<file path="src/rtl/discus_loader_if.sv">
// Command and response byte streams between a host and discus_loader.
interface discus_loader_if;
  logic [7:0] cmd_data;
  logic       cmd_valid;
  logic       cmd_ready;
  logic [7:0] rsp_data;
  logic       rsp_valid;
  logic       rsp_ready;

  modport master (
    output cmd_data, cmd_valid, rsp_ready,
    input  cmd_ready, rsp_data, rsp_valid
  );

  modport slave (
    input  cmd_data, cmd_valid, rsp_ready,
    output cmd_ready, rsp_data, rsp_valid
  );
endinterface

</file>
<file path="src/rtl/discus_loader.sv">
// Byte-command loader: sets an address, writes data/program memory, reads data memory, holds the CPU in reset.
// Optional macro DISCUS_LOADER_ACK_EN adds 0xA5 acknowledges (and 0xEE for unknown opcodes).
module discus_loader #(
  parameter logic        CPU_RST_INIT = 1'b1,
  parameter int unsigned READ_LAT     = 2
) (
  input  logic                  memclk,
  input  logic                  reset,
  discus_loader_if.slave        bus,
  output logic [7:0]            o_snoopa,
  output logic [7:0]            o_snoopd,
  output logic                  o_snoopm,
  output logic                  o_snoopp,
  input  logic [7:0]            i_snoopq,
  output logic                  o_cpu_reset
);

  localparam logic [7:0] OP_SETADDR = 8'h01;
  localparam logic [7:0] OP_WMEM    = 8'h02;
  localparam logic [7:0] OP_WPRG    = 8'h03;
  localparam logic [7:0] OP_RMEM    = 8'h04;
  localparam logic [7:0] OP_HALT    = 8'h05;
  localparam logic [7:0] OP_RUN     = 8'h06;

  // Counter counts down to zero; capture happens on the edge that sees zero.
  localparam logic [2:0] LAT_LOAD = 3'(READ_LAT - 1);

`ifdef DISCUS_LOADER_ACK_EN
  localparam logic [7:0] RSP_ACK  = 8'hA5;
  localparam logic [7:0] RSP_NACK = 8'hEE;
`endif

  typedef enum logic [2:0] {
    S_IDLE,
    S_ARG,
    S_STROBE,
    S_RWAIT,
    S_RSP
  } state_e;

  state_e     r_state;
  state_e     w_state_nx;
  logic [7:0] r_op;
  logic [7:0] w_op_nx;
  logic [7:0] r_addr;
  logic [7:0] w_addr_nx;
  logic [7:0] r_snoopd;
  logic [7:0] w_snoopd_nx;
  logic       r_snoopm;
  logic       w_snoopm_nx;
  logic       r_snoopp;
  logic       w_snoopp_nx;
  logic [7:0] r_rsp_data;
  logic [7:0] w_rsp_data_nx;
  logic       r_rsp_valid;
  logic       w_rsp_valid_nx;
  logic [2:0] r_cnt;
  logic [2:0] w_cnt_nx;
  logic       r_cpu_reset;
  logic       w_cpu_reset_nx;
  logic       r_cmd_ready;
  logic       w_cmd_ready_nx;
  logic       w_cmd_fire;

  assign w_cmd_fire = bus.cmd_valid && r_cmd_ready;

  always_ff @(posedge memclk) begin
    if (reset) begin
      r_state     <= S_IDLE;
      r_op        <= '0;
      r_addr      <= '0;
      r_snoopd    <= '0;
      r_snoopm    <= 1'b0;
      r_snoopp    <= 1'b0;
      r_rsp_data  <= '0;
      r_rsp_valid <= 1'b0;
      r_cnt       <= '0;
      r_cpu_reset <= CPU_RST_INIT;
      r_cmd_ready <= 1'b0;
    end else begin
      r_state     <= w_state_nx;
      r_op        <= w_op_nx;
      r_addr      <= w_addr_nx;
      r_snoopd    <= w_snoopd_nx;
      r_snoopm    <= w_snoopm_nx;
      r_snoopp    <= w_snoopp_nx;
      r_rsp_data  <= w_rsp_data_nx;
      r_rsp_valid <= w_rsp_valid_nx;
      r_cnt       <= w_cnt_nx;
      r_cpu_reset <= w_cpu_reset_nx;
      r_cmd_ready <= w_cmd_ready_nx;
    end
  end

  always_comb begin
    w_state_nx     = r_state;
    w_op_nx        = r_op;
    w_addr_nx      = r_addr;
    w_snoopd_nx    = r_snoopd;
    w_snoopm_nx    = 1'b0;
    w_snoopp_nx    = 1'b0;
    w_rsp_data_nx  = r_rsp_data;
    w_rsp_valid_nx = r_rsp_valid;
    w_cnt_nx       = r_cnt;
    w_cpu_reset_nx = r_cpu_reset;

    unique case (r_state)
      S_IDLE: begin
        if (w_cmd_fire) begin
          w_op_nx = bus.cmd_data;
          case (bus.cmd_data)
            OP_SETADDR, OP_WMEM, OP_WPRG: w_state_nx = S_ARG;
            OP_RMEM: begin
              w_cnt_nx   = LAT_LOAD;
              w_state_nx = S_RWAIT;
            end
            OP_HALT: begin
              w_cpu_reset_nx = 1'b1;
`ifdef DISCUS_LOADER_ACK_EN
              w_rsp_data_nx  = RSP_ACK;
              w_rsp_valid_nx = 1'b1;
              w_state_nx     = S_RSP;
`endif
            end
            OP_RUN: begin
              w_cpu_reset_nx = 1'b0;
`ifdef DISCUS_LOADER_ACK_EN
              w_rsp_data_nx  = RSP_ACK;
              w_rsp_valid_nx = 1'b1;
              w_state_nx     = S_RSP;
`endif
            end
            default: begin
`ifdef DISCUS_LOADER_ACK_EN
              w_rsp_data_nx  = RSP_NACK;
              w_rsp_valid_nx = 1'b1;
              w_state_nx     = S_RSP;
`endif
            end
          endcase
        end
      end

      S_ARG: begin
        if (w_cmd_fire) begin
          if (r_op == OP_SETADDR) begin
            w_addr_nx  = bus.cmd_data;
            w_state_nx = S_IDLE;
`ifdef DISCUS_LOADER_ACK_EN
            w_rsp_data_nx  = RSP_ACK;
            w_rsp_valid_nx = 1'b1;
            w_state_nx     = S_RSP;
`endif
          end else begin
            // Only WMEM/WPRG reach here, so exactly one strobe is raised.
            w_snoopd_nx = bus.cmd_data;
            w_snoopm_nx = (r_op == OP_WMEM);
            w_snoopp_nx = (r_op != OP_WMEM);
            w_state_nx  = S_STROBE;
          end
        end
      end

      S_STROBE: begin
        w_addr_nx  = r_addr + 8'd1;
        w_state_nx = S_IDLE;
`ifdef DISCUS_LOADER_ACK_EN
        w_rsp_data_nx  = RSP_ACK;
        w_rsp_valid_nx = 1'b1;
        w_state_nx     = S_RSP;
`endif
      end

      S_RWAIT: begin
        if (r_cnt == 3'd0) begin
          w_rsp_data_nx  = i_snoopq;
          w_rsp_valid_nx = 1'b1;
          w_addr_nx      = r_addr + 8'd1;
          w_state_nx     = S_RSP;
        end else begin
          w_cnt_nx = r_cnt - 3'd1;
        end
      end

      S_RSP: begin
        if (bus.rsp_ready) begin
          w_rsp_valid_nx = 1'b0;
          w_state_nx     = S_IDLE;
        end
      end

      default: w_state_nx = S_IDLE;
    endcase

    w_cmd_ready_nx = (w_state_nx == S_IDLE) || (w_state_nx == S_ARG);
  end

  assign bus.cmd_ready = r_cmd_ready;
  assign bus.rsp_data  = r_rsp_data;
  assign bus.rsp_valid = r_rsp_valid;
  assign o_snoopa      = r_addr;
  assign o_snoopd      = r_snoopd;
  assign o_snoopm      = r_snoopm;
  assign o_snoopp      = r_snoopp;
  assign o_cpu_reset   = r_cpu_reset;

endmodule

</file>
<file path="src/flat_wrapper.sv">
// flat-port wrapper written by rule: the top's interface ports become plain ports
module discus_loader_flat 
#(
  parameter logic        CPU_RST_INIT = 1'b1,
  parameter int unsigned READ_LAT     = 2
)
  (memclk, reset, o_snoopa, o_snoopd, o_snoopm, o_snoopp, i_snoopq, o_cpu_reset, bus_cmd_data, bus_cmd_valid, bus_rsp_ready, bus_cmd_ready, bus_rsp_data, bus_rsp_valid);
  discus_loader_if bus_i ();
  input  logic memclk;
  input  logic reset;
  output logic [7:0] o_snoopa;
  output logic [7:0] o_snoopd;
  output logic o_snoopm;
  output logic o_snoopp;
  input  logic [7:0] i_snoopq;
  output logic o_cpu_reset;
  input wire logic [$bits(bus_i.cmd_data)-1:0] bus_cmd_data;
  input wire logic [$bits(bus_i.cmd_valid)-1:0] bus_cmd_valid;
  input wire logic [$bits(bus_i.rsp_ready)-1:0] bus_rsp_ready;
  output wire logic [$bits(bus_i.cmd_ready)-1:0] bus_cmd_ready;
  output wire logic [$bits(bus_i.rsp_data)-1:0] bus_rsp_data;
  output wire logic [$bits(bus_i.rsp_valid)-1:0] bus_rsp_valid;
  assign bus_i.cmd_data = bus_cmd_data;
  assign bus_i.cmd_valid = bus_cmd_valid;
  assign bus_i.rsp_ready = bus_rsp_ready;
  assign bus_cmd_ready = bus_i.cmd_ready;
  assign bus_rsp_data = bus_i.rsp_data;
  assign bus_rsp_valid = bus_i.rsp_valid;
  discus_loader #(.CPU_RST_INIT(CPU_RST_INIT), .READ_LAT(READ_LAT)) u_core (.memclk(memclk), .reset(reset), .bus(bus_i), .o_snoopa(o_snoopa), .o_snoopd(o_snoopd), .o_snoopm(o_snoopm), .o_snoopp(o_snoopp), .i_snoopq(i_snoopq), .o_cpu_reset(o_cpu_reset));
endmodule
</file>
<file path="config.mk">
export PLATFORM = sky130hd
export DESIGN_NAME = discus_loader_flat
export DESIGN_NICKNAME = d
export VERILOG_FILES = /design/src/rtl/discus_loader_if.sv /design/src/rtl/discus_loader.sv /design/src/flat_wrapper.sv
export SDC_FILE = /design/constraint.sdc
export NUM_CORES = 1
export LEC_CHECK = 0
export CORE_MARGIN = 4
export CORE_UTILIZATION = 53
export CTS_CLUSTER_SIZE = 20
export DETAILED_ROUTE_END_ITERATION = 10
export HOLD_SLACK_MARGIN = 0.06
export PLACE_DENSITY = 0.85
export SLEW_MARGIN = 20
export SYNTH_ARGS = -nofsm -noshare
export SYNTH_HDL_FRONTEND = slang
export SYNTH_SLANG_ARGS = --single-unit
</file>
<file path="constraint.sdc">
create_clock -name memclk -period 2.6 [get_ports memclk]
set_clock_uncertainty 0.15 [all_clocks]
set_input_delay 0.39 -clock memclk [delete_from_list [all_inputs] [get_ports memclk]]
set_output_delay 0.39 -clock memclk [all_outputs]
set_load 0.01 [all_outputs]
</file>
After elaboration in Yosys (flattened, before gate mapping). Index checks and enable logic that the tools add are counted. W data, S select, Z words.

$lt $le $gt $ge: 0. Div/mod/pow operators: 0. Bitwise operators: 3. Shift-type cells: 0. $mul: 0. $add $sub $neg: 2. Reductions and logical operators: 18. Multiplexer cells: 19. Equality and inequality tests: 21.

Operators with widths (number): $eq A8 B2 Y1 const B (3); $eq A8 B3 Y1 const B (3); $mux W8 (3); $pmux W8 S3 (1); $mux W3 (7); $eq A8 B1 Y1 const B (2); $pmux W3 S2 (2); $pmux W3 S4 (1); $logic_not A3 Y1 (3); $reduce_and A3 Y1 (3); $add A8 B1 Y8 const B (1); $ne A2 B1 Y1 const B (4); $ne A8 B2 Y1 const B (1); $reduce_and A4 Y1 (2); $eq A3 B1 Y1 const B (2); $eq A3 B2 Y1 const B (2); $ne A2 B2 Y1 const B (3); $reduce_bool A2 Y1 (3); $pmux W1 S2 (2); $reduce_and A2 Y1 (2); $reduce_or A4 Y1 (1); $eq A3 B3 Y1 const B (1); $not A1 Y1 (3); $reduce_bool A3 Y1 (1); 6 further kinds (7).

Bits in latches: 0. Bits of input ports: 20. Word-level logic and storage cells: 74. Register bits after elaboration: 43. Memories kept: 0. Output and inout port bits: 29. Memory bits (writable): 0. ROM bits: 0.

Longest topological paths before layout.
Word-level depth: 7. Gate-level depth with buffers: 6. Mapped depth without buffers: 6.

Least setup slack after synthesis. Ideal clock, no wire load.

Path kind: reg2reg. Start: register u_core.r_addr[0], in the netlist u_core.o_snoopa[0]. End: register u_core.r_addr[6], in the netlist u_core.o_snoopa[6]. Setup slack: 0.682 ns. Setup time: 0.060 ns. Period minus slack after synthesis: 1.918 ns. Path buffers: 0. Data required time: 2.390 ns. Cell stages (with the launch flop): 6. Data arrival time: 1.708 ns. Path through: dfxtp_1 ha_1 nand3_1 or4_1 a2111oi_0 a31o_1.

Cells in the longest elaborated chain, start to end: 3.

Ends and longest elaborated chain: start: declaration (line discus_loader.sv:45) `logic [7:0] r_addr;`; start signal: assignment (line discus_loader.sv:83) `r_addr <= w_addr_nx;`; $add A8 B1 Y8 (*) (line discus_loader.sv:165, discus_loader.sv:178); $mux W8 (line discus_loader.sv:175) `if (r_cnt == 3'd0) begin`; $pmux W8 S3 (*) (line discus_loader.sv:107) `unique case (r_state)`.

Mark *: on every way between the ends. The rest lies on a longest branch, timed or not. The select of a mux whose other input is x is not followed. A chain may end at the register's enable or synchronous reset.

Worst setup path in the final report.
Start: input port bus_cmd_data[4]. End: register u_core.r_state[0].

Cells in the longest elaborated chain, start to end: 5. Elaborated cells on any way between the ends: 8. Those cells by class: eq/ne: 4; mux: 3; reduce/logical: 1.

Ends and longest elaborated chain: start: declaration (line flat_wrapper.sv:17) `input wire logic [$bits(bus_i.cmd_data)-1:0] bus_cmd_data;`; $eq A8 B1 Y1 / $eq A8 B2 Y1 (equally long branches) (line discus_loader.sv:111) `case (bus.cmd_data)`; $reduce_or A3 Y1 (line discus_loader.sv:111); $pmux W3 S2 (*) (line discus_loader.sv:111); $mux W3 (*) (line discus_loader.sv:109) `if (w_cmd_fire) begin`; $pmux W3 S4 (*) (line discus_loader.sv:107); end signal: assignment (line discus_loader.sv:81) `r_state <= w_state_nx;`; end: declaration (line discus_loader.sv:41) `state_e r_state;`.

Mark *: on every way between the ends. The rest lies on a longest branch, timed or not.

==> impl_metrics.csv <==
group,metric,value,unit
die,dieArea,0.00491,sq mm
clock_tree,ctsResizeCount,0,
clock_tree,post_cts_buffers,0,
yosys,avgSynthCellArea,8.77,sq um
global_route,antenna_found_initial,0,
flow_run,drv_cap,0,
finish,layout-drive-gt1-share,0.0833,
sta,setup_tns,0,ps
clock_tree,holdBufCountCts,0,
clock_tree,clockRootBuffer,"clkbuf_8",
yosys,post_synth_inst_count,233,
setup_path,required,2670,ps
placed_design,io_buffers,48,
route,drc,0,
setup_path,crit_slowest_cell,"nor4_1",
setup_path,startpoint,"bus_cmd_data[4]",
clock_tree,cts_made_buffers,5,
yosys,ys_seq_area_frac,0.421,
yosys,ys.flop_type,"dfxtp_1",
sta,setup_viol,0,
clock_tree,clk_latency,300,ps
clock_tree,cts_tree,"built",
finish,area_growth,31.9,%
clock_tree,cts.sinks,43,
sta,finalWorstSetupSlack,440,ps
global_route,grt_pass1_wl,8800,um
setup_path,slowest_delay,560,ps
power_and_ir_drop,switching_share,0.235,
min_path,hp-start,"u_core.bus.rsp_data[4]",
yosys,synth_top_area_frac,0.421,
power_and_ir_drop,pwr-share-seq,0.568,
yosys,synth_area,0.00204,sq mm
setup_path,cp_top_family,"simple AND/OR/NAND/NOR gates",
yosys,yosysUniqueCellTypes,51,
clock_tree,h-tree-depth,2,
sta,finalMaxSlewViolations,0,
die,die_w,70.1,um
placed_design,dp_hpwl,3660,um
sta,worst_pin_slew,558,ps
finish,fillers,293,
finish,n_antenna_cell,0,
power_and_ir_drop,p_int,0.905,mW
power_and_ir_drop,power_frac_clock,0.347,
placed_design,dp_cells,328,
run_status,status,"complete, no violations",
yosys,ys_seq_elements,43,
yosys,synth_top_cell_by_area,"dfxtp_1",
power_and_ir_drop,power_density,439,mW/mm^2
sta,min_period_over_period,0.831,
sta,rsz0062_at_grt,"no",
route,via_per_inst,5.77,
die,ios,49,
die,rows,22,
route,vias,1938,
setup_path,critical_path.endpoint_type,"flop",
power_and_ir_drop,p_leak,0.932,nW
setup_path,critical_path_class,"input port to flop",
route,drt-pass1-iter-count,4,
sta,layout_min_cycle_time,2160,ps
route,wl_per_cell,15.1,um
global_route,grt.overflow.total,0,
yosys,ys_top_cells_by_area,"dfxtp_1 (42%), mux2i_1 (9.3%), a21oi_1 (4.9%), nand2_1 (4.8%), nor2_1 (4.4%)",
power_and_ir_drop,combPwrFrac,0.085,
clock_tree,clk_pin_slew,70,ps
setup_path,timing.rr.start,"u_core.o_snoopa[0]",
setup_path,cp_max_fo,4,
sta,hold_viol_final,0,
power_and_ir_drop,switchingPower,0.278,mW
global_route,grt_max_degree,23,
setup_path,cp-start-kind,"input port",
route,routed_wl,5070,um
global_route,grt_pass1_vias,1885,
setup_path,cp_cell_sequence,"clkdlybuf4s50_1, nor4_1, nand4b_1, or3b_1, a21oi_1",
sta,whs,308,ps
power_and_ir_drop,total_power,1.18,mW
die,coreArea,0.00369,sq mm
clock_tree,cts_buffer_depth,2,
route,drtIter0Drc,143,
die,die_h,70.1,um
route,ant_nets,0,
placed_design,gpl.final_weighted_congestion,0.932,
placed_design,post-place-ws,212,ps
finish,fin_cells,336,
sta,fmax,0.463,GHz
global_route,global_route.usage.total,0.219,
yosys,async_flop_share,0,
yosys,synth_nets,256,
min_path,worstHoldPathType,"flop to flop",
die,start_util,0.554,
setup_path,cp.arrival,2240,ps
sta,slew_headroom,0.625,
finish,fin_nets,310,
setup_path,path_buf_inv,1,
yosys,yosysWarnings,0,
power_and_ir_drop,peakVddDrop,493,uV
yosys,synth_edf_count,0,
==> Yosys cell counts (all sizes together) (2+ instances only) <==
master,count
nand4,3
nor2,24
a21oi,20
ha,3
nor2b,3
o21ai,10
or2,2
nand3b,3
o31ai,2
mux2i,19
clkbuf,5
nand2,26
inv,5
and3,2
a211oi,3
and4b,2
and2,2
nor4,3
a2111oi,2
nor4b,2
buf,6
nor3b,3
nor3,7
o32ai,2
or4,2
o311ai,2
a31o,2
dfxtp,43
nand2b,4
nand3,7
==> layer usage <==
metal  up-vias  wire length, um  GRT usage
met4         0               91      0.113
met5         -                0          0
li1        958                -          -
met3         9              464     0.0532
met1       877             2180      0.281
met2        94             2340      0.341
==> cell usage in the layout (no fill, tap or decap), types with 3 or more instances in the layout <==
master,count
inv_1,5
nor3b_1,3
ha_1,3
o21ai_0,7
nand2b_1,3
mux2i_1,19
nand2_1,26
nor2_1,24
clkbuf_8,5
nor2b_1,3
nor3_1,6
o21ai_1,3
buf_4,10
clkdlybuf4s50_1,48
dfxtp_1,43
a21oi_1,20
nand4_1,3
nand3_1,7
nand3b_1,3
==> final timing paths <==
check,depth (start not counted),to,slack (ps)
worst max register to register,5,u_core.o_snoopa[6],510
worst min register to register,2,u_core.bus.rsp_data[4],310
worst max-delay path,5,u_core.r_state[0],440
worst min-delay path,2,u_core.bus.rsp_data[4],310
==> registers in the layout, summed over array words and instances (netlist names) <==
signal	count
u_core.o_snoopm	1
u_core.r_cnt	3
u_core.o_snoopd	8
u_core.bus.cmd_ready	1
u_core.r_state	3
u_core.o_cpu_reset	1
u_core.o_snoopa	8
u_core.o_snoopp	1
u_core.bus.rsp_valid	1
u_core.r_op	8
u_core.bus.rsp_data	8
==> power by group through the flow <==
| stage | registers (mW) | clock network, mW | logic [mW] |
|---|---|---|---|
| 2_1_floorplan | 0.685 | 0 | 0.0429 |
| 6_report | 0.672 | 0.410 | 0.101 |
| 4_1_cts | 0.671 | 0.421 | 0.100 |
| 3_5_place_dp | 0.687 | 0 | 0.0999 |
| 3_3_place_gp | 0.687 | 0 | 0.0977 |
| 5_1_grt | 0.673 | 0.452 | 0.109 |
==> worst min-delay path: stages, from the launching register on <==
cell	delay [ps]
dfxtp_1	310
nand2_1	50
a21oi_1	50
==> cell type report <==
type                    count  area (sq um)  area share
multi-input cells         174          1110       0.414
flip-flops and latches     43           861       0.319
repair buffers             58           556       0.206
clock buffers               6          72.6      0.0269
well taps                  48          60.1      0.0223
inverters                   5          18.8     0.00696
clock inverters             2          12.5     0.00464
==> cells by family (layout without fill, tap and decap cells) <==
group | count (synthesis) | in the layout | synth area share
adders and majority gates | 3 | 3 | 0.0184
AOI/OAI and AO/OA | 51 | 51 | 0.157
muxes | 19 | 19 | 0.0931
buffers and inverters | 16 | 71 | 0.0355
and+or+nand+nor | 101 | 101 | 0.274
DFF | 43 | 43 | 0.421
==> per-stage QoR <==
| step | utilization | instance area [sq um] |
|---|---|---|
| finish | 0.731 | 2700 |
| global route | 0.731 | 2700 |
| CTS | 0.731 | 2700 |
| detailed placement | 0.708 | 2610 |
| global placement | 0.708 | 2610 |
| floorplan | - | 2040 |
No activity file was read; power rests on OpenSTA's default activity.
